--- src/rtl/fetch_bpu.sv ---
// fetch_bpu: fetch-stage pre-decode with BHT branch direction and a return address stack.
// Predictions are combinational (0 cycles); fetch_stall holds fetch while a JALR base register is in flight.
module fetch_bpu #(
  parameter int BHT_ENTRIES = 64,
  parameter int RAS_DEPTH   = 4,
  parameter int USE_BHT     = 1
) (
  input  logic        clk,
  input  logic        rst,
  input  logic        fet_valid,
  input  logic [31:0] fet_pc,
  input  logic [31:0] fet_instr,
  input  logic [31:0] r_x1,
  input  logic [31:0] rs3v,
  input  logic        rs1_busy,
  input  logic [31:0] mepc,
  input  logic        upd_valid,
  input  logic [31:0] upd_pc,
  input  logic        upd_taken,
  input  logic        flush,
  output logic        pred_valid,
  output logic        pred_taken,
  output logic [31:0] pred_target,
  output logic        fetch_stall,
  output logic        ras_empty
);
  localparam int IDXW = $clog2(BHT_ENTRIES);
  localparam int PW   = $clog2(RAS_DEPTH);
  localparam logic [PW:0] CNT_FULL = (PW+1)'(RAS_DEPTH);

  localparam logic [6:0] OP_JAL    = 7'b1101111;
  localparam logic [6:0] OP_JALR   = 7'b1100111;
  localparam logic [6:0] OP_BRANCH = 7'b1100011;
  localparam logic [6:0] OP_SYSTEM = 7'b1110011;

  logic [1:0]    bht_q [BHT_ENTRIES];
  logic [31:0]   ras_q [RAS_DEPTH];
  logic [PW-1:0] tp_q, tp_d;
  logic [PW:0]   cnt_q, cnt_d;

  logic [6:0]  opc;
  logic [4:0]  rd, rs1;
  logic        is_jal, is_jalr, is_br, is_mret;
  logic        rd_link, rs1_link;
  logic [31:0] jimm, bimm, iimm;
  logic [31:0] xn_base, ras_top, ras_link;
  logic [IDXW-1:0] fet_idx, upd_idx;
  logic [1:0]  fet_ctr, upd_ctr_q, upd_ctr_d;
  logic        br_taken, use_ras, xn_stall, stall;
  logic        ras_fire, do_push, do_swap, do_pop, ras_we;
  logic [PW-1:0] ras_wptr;
  logic        unused_upd;

  assign opc = fet_instr[6:0];
  assign rd  = fet_instr[11:7];
  assign rs1 = fet_instr[19:15];

  assign is_jal  = (opc == OP_JAL);
  assign is_jalr = (opc == OP_JALR);
  assign is_br   = (opc == OP_BRANCH);
  assign is_mret = (opc == OP_SYSTEM) && (fet_instr[31:25] == 7'h18);

  assign rd_link  = (rd == 5'd1) || (rd == 5'd5);
  assign rs1_link = (rs1 == 5'd1) || (rs1 == 5'd5);

  assign jimm = {{12{fet_instr[31]}}, fet_instr[19:12], fet_instr[20], fet_instr[30:21], 1'b0};
  assign bimm = {{20{fet_instr[31]}}, fet_instr[7], fet_instr[30:25], fet_instr[11:8], 1'b0};
  assign iimm = {{20{fet_instr[31]}}, fet_instr[31:20]};

  assign fet_idx   = fet_pc[IDXW+1:2];
  assign upd_idx   = upd_pc[IDXW+1:2];
  assign fet_ctr   = bht_q[fet_idx];
  assign upd_ctr_q = bht_q[upd_idx];
  assign br_taken  = (USE_BHT != 0) ? fet_ctr[1] : fet_instr[31];
  assign unused_upd = ^{upd_pc[31:IDXW+2], upd_pc[1:0]};

  assign ras_top  = ras_q[tp_q];
  assign ras_link = fet_pc + 32'd4;
  assign use_ras  = is_jalr && rs1_link && !rd_link && (cnt_q != '0);
  assign xn_stall = is_jalr && !use_ras && (rs1 != 5'd0) && rs1_busy;

  always_comb begin
    if (rs1 == 5'd0)      xn_base = '0;
    else if (rs1 == 5'd1) xn_base = r_x1;
    else                  xn_base = rs3v;
  end

  always_comb begin
    pred_valid  = 1'b0;
    pred_taken  = 1'b0;
    pred_target = '0;
    stall       = 1'b0;
    if (fet_valid && !rst) begin
      if (is_jal) begin
        pred_valid  = 1'b1;
        pred_taken  = 1'b1;
        pred_target = fet_pc + jimm;
      end else if (is_br) begin
        pred_valid  = 1'b1;
        pred_taken  = br_taken;
        pred_target = fet_pc + bimm;
      end else if (is_mret) begin
        pred_valid  = 1'b1;
        pred_taken  = 1'b1;
        pred_target = mepc;
      end else if (is_jalr) begin
        if (use_ras) begin
          pred_valid  = 1'b1;
          pred_taken  = 1'b1;
          pred_target = ras_top;
        end else if (xn_stall) begin
          stall = 1'b1;
        end else begin
          pred_valid  = 1'b1;
          pred_taken  = 1'b1;
          pred_target = (xn_base + iimm) & ~32'd1;
        end
      end
    end
  end

  assign fetch_stall = stall;
  // Outside a valid fetch the RAS reports empty regardless of its contents.
  assign ras_empty   = rst || !fet_valid || (cnt_q == '0);

  assign ras_fire = fet_valid && !stall;
  assign do_push  = (is_jal || is_jalr) && rd_link;
  assign do_swap  = do_push && is_jalr && rs1_link && (rd != rs1);
  assign do_pop   = use_ras;

  always_comb begin
    tp_d     = tp_q;
    cnt_d    = cnt_q;
    ras_we   = 1'b0;
    ras_wptr = tp_q;
    if (flush) begin
      tp_d  = '0;
      cnt_d = '0;
    end else if (ras_fire) begin
      if (do_swap) begin
        ras_we = 1'b1;
      end else if (do_push) begin
        ras_we   = 1'b1;
        ras_wptr = tp_q + 1'b1;
        tp_d     = tp_q + 1'b1;
        if (cnt_q != CNT_FULL) cnt_d = cnt_q + 1'b1;
      end else if (do_pop) begin
        tp_d  = tp_q - 1'b1;
        cnt_d = cnt_q - 1'b1;
      end
    end
  end

  always_ff @(posedge clk or posedge rst) begin
    if (rst) begin
      tp_q  <= '0;
      cnt_q <= '0;
      for (int i = 0; i < RAS_DEPTH; i++) ras_q[i] <= '0;
    end else begin
      tp_q  <= tp_d;
      cnt_q <= cnt_d;
      if (ras_we) ras_q[ras_wptr] <= ras_link;
    end
  end

  always_comb begin
    upd_ctr_d = upd_ctr_q;
    if (upd_taken && (upd_ctr_q != 2'b11))       upd_ctr_d = upd_ctr_q + 2'd1;
    else if (!upd_taken && (upd_ctr_q != 2'b00)) upd_ctr_d = upd_ctr_q - 2'd1;
  end

  always_ff @(posedge clk or posedge rst) begin
    if (rst) begin
      for (int i = 0; i < BHT_ENTRIES; i++) bht_q[i] <= 2'b01;
    end else if (upd_valid) begin
      bht_q[upd_idx] <= upd_ctr_d;
    end
  end
endmodule
--- config.mk ---
export PLATFORM = sky130hd
export DESIGN_NAME = fetch_bpu
export DESIGN_NICKNAME = d
export VERILOG_FILES = /design/src/rtl/fetch_bpu.sv
export SDC_FILE = /design/constraint.sdc
export NUM_CORES = 1
export LEC_CHECK = 0
export CORE_AREA = 2 2 254 156
export DETAILED_ROUTE_END_ITERATION = 10
export DIE_AREA = 0 0 256 158
export PLACE_DENSITY = 0.75
export SYNTH_ARGS = -nofsm -noshare
export SYNTH_HDL_FRONTEND = slang
export SYNTH_SLANG_ARGS = --single-unit
--- constraint.sdc ---
create_clock -name clk -period 13.3 [get_ports clk]
set_clock_uncertainty 0.2 [all_clocks]
set_input_delay 2.66 -clock clk [delete_from_list [all_inputs] [get_ports clk]]
set_output_delay 2.66 -clock clk [all_outputs]
set_load 0.01 [all_outputs]
Word-level counts from Yosys, hierarchy flattened
Cells that the tools add are included.
{"block": "classes", "addsub": 10, "n_bitwise": 4, "reduce_logical": 37, "eq_ne": 14, "n_mux": 62, "magnitude_cmp": 6}
{"cell": "$mux 32", "count": 12}
{"cell": "$bwmux 128", "count": 2}
{"cell": "$add 32x32->32", "count": 3}
{"cell": "$bmux 32 s2", "count": 1}
{"cell": "$demux 32 s2", "count": 1}
{"cell": "$add 32x3->32 const B", "count": 1}
{"cell": "$mux 2", "count": 16}
{"cell": "$eq 7x7->1 const B", "count": 4}
{"cell": "$bmux 2 s6", "count": 2}
{"cell": "$mux 1", "count": 21}
{"cell": "$mux 3", "count": 6}
{"cell": "$logic_and 1x1->1", "count": 17}
{"cell": "$ge 7x7->1 const B", "count": 2}
{"cell": "$not 6->7", "count": 2}
{"cell": "$demux 2 s6", "count": 1}
{"cell": "$eq 5x1->1 const B", "count": 2}
{"cell": "$eq 5x3->1 const B", "count": 2}
{"cell": "$eq 7x5->1 const B", "count": 1}
{"cell": "$lt 7x1->1 const B", "count": 1}
{"cell": "$ge 3x3->1 const B", "count": 2}
{"cell": "$logic_not 1->1", "count": 6}
{"cell": "$not 2->3", "count": 2}
{"cell": "$reduce_bool 3->1", "count": 2}
{"cell": "$logic_not 5->1", "count": 1}
{"cell": "15 further kinds", "count": 23}
{"block": "word_totals", "output_inout_bits": 36, "reg_bits": 261, "elab_cells": 203}

Longest topological paths before layout
Gate-level depths: netlist of run 1.
{"block": "logic_depth", "ltp_word": 26, "depth_mapped": 16, "depth_no_buf": 14}

Worst setup path before layout of run 1
Ideal clock, no wire load.
{"block": "synth_path", "path_type": "input-to-output", "startpoint": "input rst", "endpoint": "output pred_target[22]", "setup_slack_ns": 0.404, "arrival_ns": 10.036, "cell_stages": 8, "path_cell_list": "inv_1 > nand2_1 > nor2_1 > and3_1 > a221oi_1 > nand2_1 > and4b_1 > a311o_1"}
{"block": "synth_between", "elab_chain_len": 3}
{"element": "start, declared", "line_no": "9", "source": "input logic rst,"}
{"element": "$logic_not 1->1 (no source line)"}
{"element": "$logic_and 1x1->1", "line_no": "93", "source": "if (fet_valid && !rst) begin"}
{"element": "$mux 32", "line_no": "93"}
{"element": "end, declared", "line_no": "23", "source": "output logic [31:0] pred_target,"}
No other way between the ends.

Worst setup path in the final report of run 1
{"block": "layout_path", "startpoint": "input fet_instr[16]", "endpoint": "output pred_target[30]"}
{"block": "layout_between", "elab_chain_len": 16}
{"element": "start, declared", "line_no": "12", "source": "input logic [31:0] fet_instr,"}
{"element": "branches (longest 14 deep; another with $add 32x32->32)"}
{"element": "$mux 32 *", "line_no": "94", "source": "if (is_jal) begin"}
{"element": "$mux 32 *", "line_no": "93"}
Mark *: on every way between the ends.

==> impl_metrics.json, run 1 <==
{
  "final-max-slew-violation-count": 0,
  "final_core_util_pct": 57.7,
  "wl_mm": 67.4,
  "crit_path_max_fanout": 21,
  "clock_edge_transition_at_the_registers_on_the_reported_setup_and_hold_paths_ns": 0.07,
  "shortest_period_the_worst_path_allows_ns": 11.31,
  "post-layout-total-power_w": 0.00240,
  "power.share.clock_pct": 32.3,
  "synth_area_per_cell_um2": 9.61,
  "grt_first_pass_wirelength_mm": 100,
  "buffers_inserted_during_post_cts_setup_optimization": 0,
  "sequential_share_of_the_synthesized_area_pct": 35.3,
  "r2r-end": "bht_q[50]",
  "vias_per_cell": 6.54,
  "place_hpwl_mm": 50.8,
  "worstSkewPairLatency_ns": 0.56,
  "antenna_violating_nets_left": 0,
  "groute.usage.overall_pct": 32.5,
  "die_w_um": 256,
  "yosys.area.top_type_share_pct": 26.3,
  "finalWeightedCongestion": 1.01,
  "hold_depth": 2,
  "fin_nets": 2366,
  "finalSetupViolCount": 0,
  "dieHeight_um": 158,
  "post_synth_num_cell_types": 85,
  "share_of_layout_cells_above_drive_strength_1_pct": 17.8,
  "fin_tns_setup_ns": 0,
  "hold_path_startpoint": "ras_q[9]",
  "reg2reg_from": "bht_q[106]",
  "ctsHoldBuffers": 0,
  "worst-r2r-cell-count": 12,
  "worst_path_max_delay_cell": "sky130_fd_sc_hd__o311ai_0",
  "critical_path.startpoint_type": "input pin",
  "post-synth-top-area-cell": "sky130_fd_sc_hd__dfrtp_1",
  "tritoncts.num_buffers": 26,
  "io_pins": 235,
  "power_frac_seq_pct": 40.6,
  "synth-async-reset-ratio_pct": 100,
  "placed_area_um2": 21200,
  "path_buf_inv": 3,
  "timing.critical_path.from": "fet_instr[16]",
  "effective_utilization_at_floorplan_pct": 48.9,
  "hold_path.class": "flop to flop",
  "synth_cells": 1951,
  "pre_cts_slack_ns": 2.19,
  "worst-r2r-setup-slack_ns": 9.31,
  "syn_std_cell_area_um2": 18800,
  "grt_max_degree": 104,
  "synthesis.yosys.warnings": 0,
  "dominantRegCellSynth": "sky130_fd_sc_hd__dfrtp_1",
  "yosys_register_bits": 261,
  "critPathCapture": "pred_target[30]",
  "remaining_drc_errors": 0,
  "drt-initial-drc-count": 2351,
  "cell_internal_pwr_w": 0.00165,
  "multi_input_comb_area_um2": 11600,
  "arrival_ns": 8.45,
  "cp_data_required_time_ns": 10.44,
  "detailroute.via_count": 17217,
  "finalCritPeriodShare_pct": 85.1,
  "critical-path-max-stage-delay_ns": 0.76,
  "clock_path_buffers": 3,
  "tritoncts": "built",
  "comb_power_share_pct": 27.1,
  "power.ir.vdd_worst_mv": 0.0985,
  "switching_share_pct": 31.1,
  "die-area_um2": 40400,
  "synth_edf_count": 0,
  "via_count_of_the_first_global_routing_pass": 15981,
  "run_status": "complete, no violations",
  "routed_wire_length_per_instance_um": 25.6,
  "endpoint_kind": "primary output",
  "synthesis.nets": 2230,
  "timing_worst_setup_path_type": "input pin to primary output",
  "power-per-cell-area_nw_per_um2": 108,
  "post-route-cell-area_um2": 22100,
  "timing.max_slew.rel_slack_pct": 25.1,
  "cpLargestDelayFamily": "compound AO/OA/AOI/OAI gates",
  "total_net_switching_power_w": 0.000746,
  "maxCapViolations": 0,
  "layout_setup_ws_ns": 1.99,
  "regArea_um2": 6610,
  "max_freq_mhz": 88.4,
  "row_count": 56,
  "clock_tree.root_cell": "sky130_fd_sc_hd__clkbuf_16",
  "drtPass1Iterations": 5,
  "p_leak_nw": 9.09,
  "core_area_um2": 38300,
  "finalHoldViolations": 0,
  "worst_slew_pin_slew_ns": 1.12,
  "series_of_cell_instances_along_the_critical_path": "clkdlybuf4s50_1 > or4b_4 > nor2_2 > buf_4 > a22o_1 > ha_1 > nor2b_1 > o2111a_1 > or3_1 > o2111ai_1 > o22ai_1 > or3_1 > o311ai_0 > o211ai_1 > a32oi_1 > clkdlybuf4s50_1",
  "gr-total-overflow": 0,
  "fillers": 3254,
  "cp_num_cells": 16,
  "unrepaired_setup_endpoints_after_global_routing": "no",
  "io_buffers": 208,
  "number_of_antenna_violations_at_the_first_check_in_global_routing": 5,
  "tritoncts_num_sinks": 261,
  "synth_area_leaders": "sky130_fd_sc_hd__dfrtp_1, sky130_fd_sc_hd__dfstp_2, sky130_fd_sc_hd__mux2_2, sky130_fd_sc_hd__mux4_2, sky130_fd_sc_hd__a21oi_1",
  "cts.htree.levels": 1,
  "post_cts.resized_instances": 0,
  "syn2layout_area_growth_pct": 18.0
}
## worst reg2reg max path, stage by stage, from the launching register on
cell and delay (ns):
sky130_fd_sc_hd__dfstp_2 0.37, sky130_fd_sc_hd__a221oi_1 0.28, sky130_fd_sc_hd__a21oi_1 0.08, sky130_fd_sc_hd__a221oi_1 0.37
sky130_fd_sc_hd__o21ai_0 0.28, sky130_fd_sc_hd__nor4_1 0.76, sky130_fd_sc_hd__inv_1 0.11, sky130_fd_sc_hd__ha_1 0.25
sky130_fd_sc_hd__nand2_1 0.10, sky130_fd_sc_hd__and2_1 0.17, sky130_fd_sc_hd__xnor2_2 0.11, sky130_fd_sc_hd__buf_4 0.55
sky130_fd_sc_hd__mux2_2 0.30
## stage by stage
stage	hold WS [ns]	instances
2_1_floorplan	0.245	1951
5_1_grt	0.303	2631
6_report	0.281	2631
3_3_place_gp	0.258	2581
3_5_place_dp	0.268	2581
4_1_cts	0.282	2629
## kinds of logic (layout without fill, tap and decap cells)
family / count (synthesis) / after routing / share of synthesized area (%)
compound gates: 577 / 577 / 19.8
xor+xnor: 95 / 95 / 4.44
fa+ha+maj: 80 / 80 / 5.50
buf+inv: 144 / 300 / 3.07
flops: 261 / 261 / 35.3
mux: 238 / 238 / 18.1
other cells: 0 / 2 / 0
simple gates: 556 / 556 / 13.9
## flip-flops by register name (all words and copies together), names as in the netlist
name,count
cnt_q,3
ras_q,128
bht_q,128
tp_q,2
## metal layers
metal / GRT usage [%] / wire [um] / vias to the layer above
li1: - / - / 7574
met1: 49.8 / 30300 / 8506
met2: 44.2 / 26600 / 1040
met3: 10.4 / 9150 / 93
met4: 6.93 / 1370 / 4
met5: 0 / 27 / -
## synthesized netlist by cell type (25+ instances only)
library cell and instances:
sky130_fd_sc_hd__xnor2_1 49, sky130_fd_sc_hd__dfstp_2 64, sky130_fd_sc_hd__mux2i_1 25, sky130_fd_sc_hd__a21o_1 34, sky130_fd_sc_hd__nand3_1 40, sky130_fd_sc_hd__o21ai_0 109
sky130_fd_sc_hd__nor2_1 199, sky130_fd_sc_hd__mux2_2 146, sky130_fd_sc_hd__clkbuf_1 88, sky130_fd_sc_hd__dfrtp_1 197, sky130_fd_sc_hd__a221oi_1 28, sky130_fd_sc_hd__ha_1 76
sky130_fd_sc_hd__a21oi_1 207, sky130_fd_sc_hd__mux4_2 65, sky130_fd_sc_hd__nand2_1 162, sky130_fd_sc_hd__a22o_1 30, sky130_fd_sc_hd__xor2_1 46
## placed cells by master (no fill, tap or decap), types with 10 or more instances in the layout
cell,netlist,layout
sky130_fd_sc_hd__a21o_1,34,34
sky130_fd_sc_hd__a21oi_1,207,207
sky130_fd_sc_hd__a221o_1,10,10
sky130_fd_sc_hd__a221oi_1,28,28
sky130_fd_sc_hd__a22o_1,30,30
sky130_fd_sc_hd__a22oi_1,17,17
sky130_fd_sc_hd__a31oi_1,10,10
sky130_fd_sc_hd__and3_1,15,15
sky130_fd_sc_hd__buf_4,0,20
sky130_fd_sc_hd__clkbuf_16,0,26
sky130_fd_sc_hd__clkdlybuf4s50_1,0,203
sky130_fd_sc_hd__dfrtp_1,197,196
sky130_fd_sc_hd__dfstp_2,64,64
sky130_fd_sc_hd__ha_1,76,76
sky130_fd_sc_hd__inv_1,24,23
sky130_fd_sc_hd__mux2_2,146,146
sky130_fd_sc_hd__mux2i_1,25,25
sky130_fd_sc_hd__mux4_2,65,65
sky130_fd_sc_hd__nand2_1,162,162
sky130_fd_sc_hd__nand2b_1,15,15
sky130_fd_sc_hd__nand3_1,40,40
sky130_fd_sc_hd__nand4_1,15,15
sky130_fd_sc_hd__nor2_1,199,197
sky130_fd_sc_hd__nor2b_1,17,17
sky130_fd_sc_hd__nor3_1,19,17
sky130_fd_sc_hd__o211ai_1,13,13
sky130_fd_sc_hd__o21a_1,12,12
sky130_fd_sc_hd__o21ai_0,109,109
sky130_fd_sc_hd__o21bai_1,12,12
sky130_fd_sc_hd__o22ai_1,17,17
sky130_fd_sc_hd__or3_1,15,15
sky130_fd_sc_hd__xnor2_1,49,48
sky130_fd_sc_hd__xor2_1,46,46
## how the worst min path moves through the flow
stage | end | slack [ns]
floorplan | ras_q[10] | 0.24
global placement | ras_q[2] | 0.26
detailed placement | ras_q[9] | 0.27
CTS | ras_q[9] | 0.28
global route | ras_q[31] | 0.30
finish | ras_q[9] | 0.28
## power groups by stage
stage / Clock (W) / Sequential (W) / Combinational [W]
after floorplan: 0 / 0.000961 / 0.000420
after global routing: 0.000817 / 0.000983 / 0.000694
after detailed placement: 0 / 0.000984 / 0.000628
after global placement: 0 / 0.000976 / 0.000614
after CTS: 0.000785 / 0.000972 / 0.000632
final: 0.000774 / 0.000973 / 0.000651
## area by class of cell
cell class,instances,share of cell area (%)
Antenna cell,2,0.0226
Sequential cell,261,29.9
Inverter,24,0.441
Clock buffer,41,3.60
Clock inverter,7,0.532
Timing Repair Buffer,228,9.98
Multi-Input combinational cell,1546,52.6
Tap cell,522,2.95
Power figures use the tool's default switching activity.
==> run 2, diff against run 1 <==
--- a/config.mk
+++ b/config.mk
@@ -8,7 +8,9 @@
 export CORE_AREA = 2 2 254 156
 export DETAILED_ROUTE_END_ITERATION = 10
 export DIE_AREA = 0 0 256 158
+export HOLD_SLACK_MARGIN = 0.15
 export PLACE_DENSITY = 0.75
+export RECOVER_POWER = 100
 export SYNTH_ARGS = -nofsm -noshare
 export SYNTH_HDL_FRONTEND = slang
 export SYNTH_SLANG_ARGS = --single-unit
==> run 2 against run 1 <==
Net effect:
- the flow now finishes with violations (max-capacitance violations, max-slew violations)
- flip-flop and latch count is the same
- clock power is essentially flat
- sequential share of layout area rose by 0.071 points
- clock-buffer cell count did not move
- sequential power about the same
- final area is 0.24% lower
- global-route usage stayed put
- critical endpoint unchanged
==> impl_metrics.json, run 2 (synthesis results as in run 1) <==
{
  "antenna_violating_nets_left": 0,
  "post_cts.resized_instances": 0,
  "grt_first_pass_wirelength_mm": 100,
  "maxUsedRoutingLayer": "met5",
  "mostFrequentLayoutCell": "sky130_fd_sc_hd__a21oi_1",
  "io_buffers": 208,
  "tritoncts.num_buffers": 26,
  "post-route-cell-area_um2": 22100,
  "routed_wire_length_per_instance_um": 25.6,
  "core_area_um2": 38300,
  "remaining_drc_errors": 0,
  "tritoncts_num_sinks": 261,
  "clock_tree.root_cell": "sky130_fd_sc_hd__clkbuf_16",
  "switching_share_pct": 31.2,
  "total_net_switching_power_w": 0.000747,
  "die_w_um": 256,
  "effective_utilization_at_floorplan_pct": 48.9,
  "syn2layout_area_growth_pct": 17.7,
  "p_leak_nw": 9.15,
  "shortest_period_the_worst_path_allows_ns": 12.08,
  "cts.htree.levels": 1,
  "maxCapViolations": 10,
  "max_freq_mhz": 82.8,
  "final-max-slew-violation-count": 620,
  "io_pins": 235,
  "finalHoldViolations": 0,
  "share_of_layout_cells_above_drive_strength_1_pct": 17.1,
  "fillers": 3272,
  "clock_edge_transition_at_the_registers_on_the_reported_setup_and_hold_paths_ns": 0.06,
  "finalCritPeriodShare_pct": 90.8,
  "power-per-cell-area_nw_per_um2": 109,
  "drt-initial-drc-count": 2463,
  "dieHeight_um": 158,
  "buffers_inserted_during_post_cts_setup_optimization": 0,
  "clock_path_buffers": 3,
  "final_cell_mix": "sky130_fd_sc_hd__a21oi_1, sky130_fd_sc_hd__nor2_1, sky130_fd_sc_hd__dfrtp_1, sky130_fd_sc_hd__clkdlybuf4s50_1, sky130_fd_sc_hd__nand2_1",
  "hold_path.class": "flop to flop",
  "placed_area_um2": 21200,
  "dr_wl_met3_mm": 8.94,
  "drtPass1Iterations": 5,
  "unrepaired_setup_endpoints_after_global_routing": "no",
  "violations_in_the_final_reports": "max-capacitance violations, max-slew violations",
  "ctsHoldBuffers": 0,
  "power_frac_seq_pct": 40.7,
  "wl_mm": 67.5,
  "via_count_of_the_first_global_routing_pass": 15981,
  "fin_tns_setup_ns": 0,
  "die-area_um2": 40400,
  "comb_power_share_pct": 27.0,
  "power.ir.vdd_worst_mv": 0.0982,
  "fin_nets": 2366,
  "timing_worst_setup_path_type": "input pin to primary output",
  "finalSetupViolCount": 0,
  "number_of_antenna_violations_at_the_first_check_in_global_routing": 5,
  "detailroute.via_count": 17176,
  "row_count": 56,
  "endpoint_kind": "primary output",
  "groute.usage.overall_pct": 32.5,
  "cp_data_required_time_ns": 10.44,
  "reg_top3": "bht_q (128), ras_q (128), cnt_q (3)",
  "worst_slew_pin_slew_ns": 4.77,
  "run_status": "complete, but fails checks",
  "timing.max_slew.rel_slack_pct": -218,
  "tritoncts": "built",
  "crit_path_max_fanout": 34,
  "cell_internal_pwr_w": 0.00165,
  "place_hpwl_mm": 50.8,
  "finalWeightedCongestion": 1.01,
  "post-layout-total-power_w": 0.00240,
  "worstSkewPairLatency_ns": 0.56,
  "vias_per_cell": 6.53,
  "drt-met1-wl_mm": 30.5,
  "wl_met2_mm": 26.6,
  "gr-total-overflow": 0,
  "power.share.clock_pct": 32.4,
  "critical_path.startpoint_type": "input pin",
  "arrival_ns": 9.22,
  "grt_max_degree": 104
}
[run 2: cell types whose count changed in the layout (fill, tap and decap cells not counted), moves of 2 or more]
| cell | previous run | this run |
|---|---|---|
| sky130_fd_sc_hd__mux2_1 | 0 | 2 |
| sky130_fd_sc_hd__buf_4 | 20 | 11 |
| sky130_fd_sc_hd__dlygate4sd3_1 | 0 | 39 |
| sky130_fd_sc_hd__clkdlybuf4s50_1 | 203 | 164 |
| sky130_fd_sc_hd__clkbuf_1 | 6 | 16 |
| sky130_fd_sc_hd__mux2_4 | 2 | 0 |
[run 2: through the flow]
stage | util [%] | setup slack, ns | hold WS (ns) | cells
global placement | 55.3 | 2.24 | 0.258 | 2581
detailed placement | 55.3 | 2.19 | 0.268 | 2581
floorplan | - | 0.404 | 0.245 | 1951
CTS | 57.7 | 2.17 | 0.282 | 2629
global route | 57.6 | 1.05 | 0.303 | 2631
finish | 57.6 | 1.22 | 0.283 | 2631
[run 2: worst max-delay path, stage by stage]
cell                            delay, ns
sky130_fd_sc_hd__dlygate4sd3_1       0.84
sky130_fd_sc_hd__or4_1               0.18
sky130_fd_sc_hd__clkbuf_1            1.17
sky130_fd_sc_hd__a22o_1              0.35
sky130_fd_sc_hd__ha_1                0.28
sky130_fd_sc_hd__nor2b_1             0.17
sky130_fd_sc_hd__o2111a_1            0.24
sky130_fd_sc_hd__or3_1               0.39
sky130_fd_sc_hd__o2111ai_1           0.49
sky130_fd_sc_hd__o22ai_1             0.19
sky130_fd_sc_hd__or3_1               0.34
sky130_fd_sc_hd__o311ai_0            0.79
sky130_fd_sc_hd__o211ai_1            0.19
sky130_fd_sc_hd__a32oi_1             0.25
sky130_fd_sc_hd__dlygate4sd3_1       0.65
[run 2: worst paths after layout]
kind | startpoint | to | slack, ns | depth (start not counted)
max | fet_instr[17] | pred_target[30] | 1.22 | 15
min | ras_q[9] | ras_q[9] | 0.28 | 2
max reg2reg | bht_q[106] | bht_q[50] | 7.72 | 12
min reg2reg | ras_q[9] | ras_q[9] | 0.28 | 2
max in group asynchronous | rst | tp_q[0] | 4.91 | 3
min in group asynchronous | rst | ras_q[100] | 2.63 | 2
[run 2: metal layers]
metal	track usage, %	vias to the layer above
li1	-	7567
met4	6.93	4
met2	44.2	1029
met1	49.8	8480
met5	0	-
met3	10.4	96
[run 2: area by class of cell]
type                    instances  area [um^2]  share of cell area [%]
flip-flops and latches        261         6610                    30.0
clock inverters                 7          118                   0.533
clock buffers                  41          797                    3.61
inverters                      24         97.6                   0.442
multi-input cells            1546        11600                    52.6
diodes                          2         5.00                  0.0227
repair buffers                228         2170                    9.84
well taps                     522          653                    2.96
[run 2: power by group through the flow]
stage,combinational [W],sequential (W),clock [W]
detailed placement,0.000628,0.000984,0
global route,0.000690,0.000983,0.000817
finish,0.000647,0.000974,0.000775
global placement,0.000614,0.000976,0
CTS,0.000632,0.000972,0.000785
floorplan,0.000420,0.000961,0
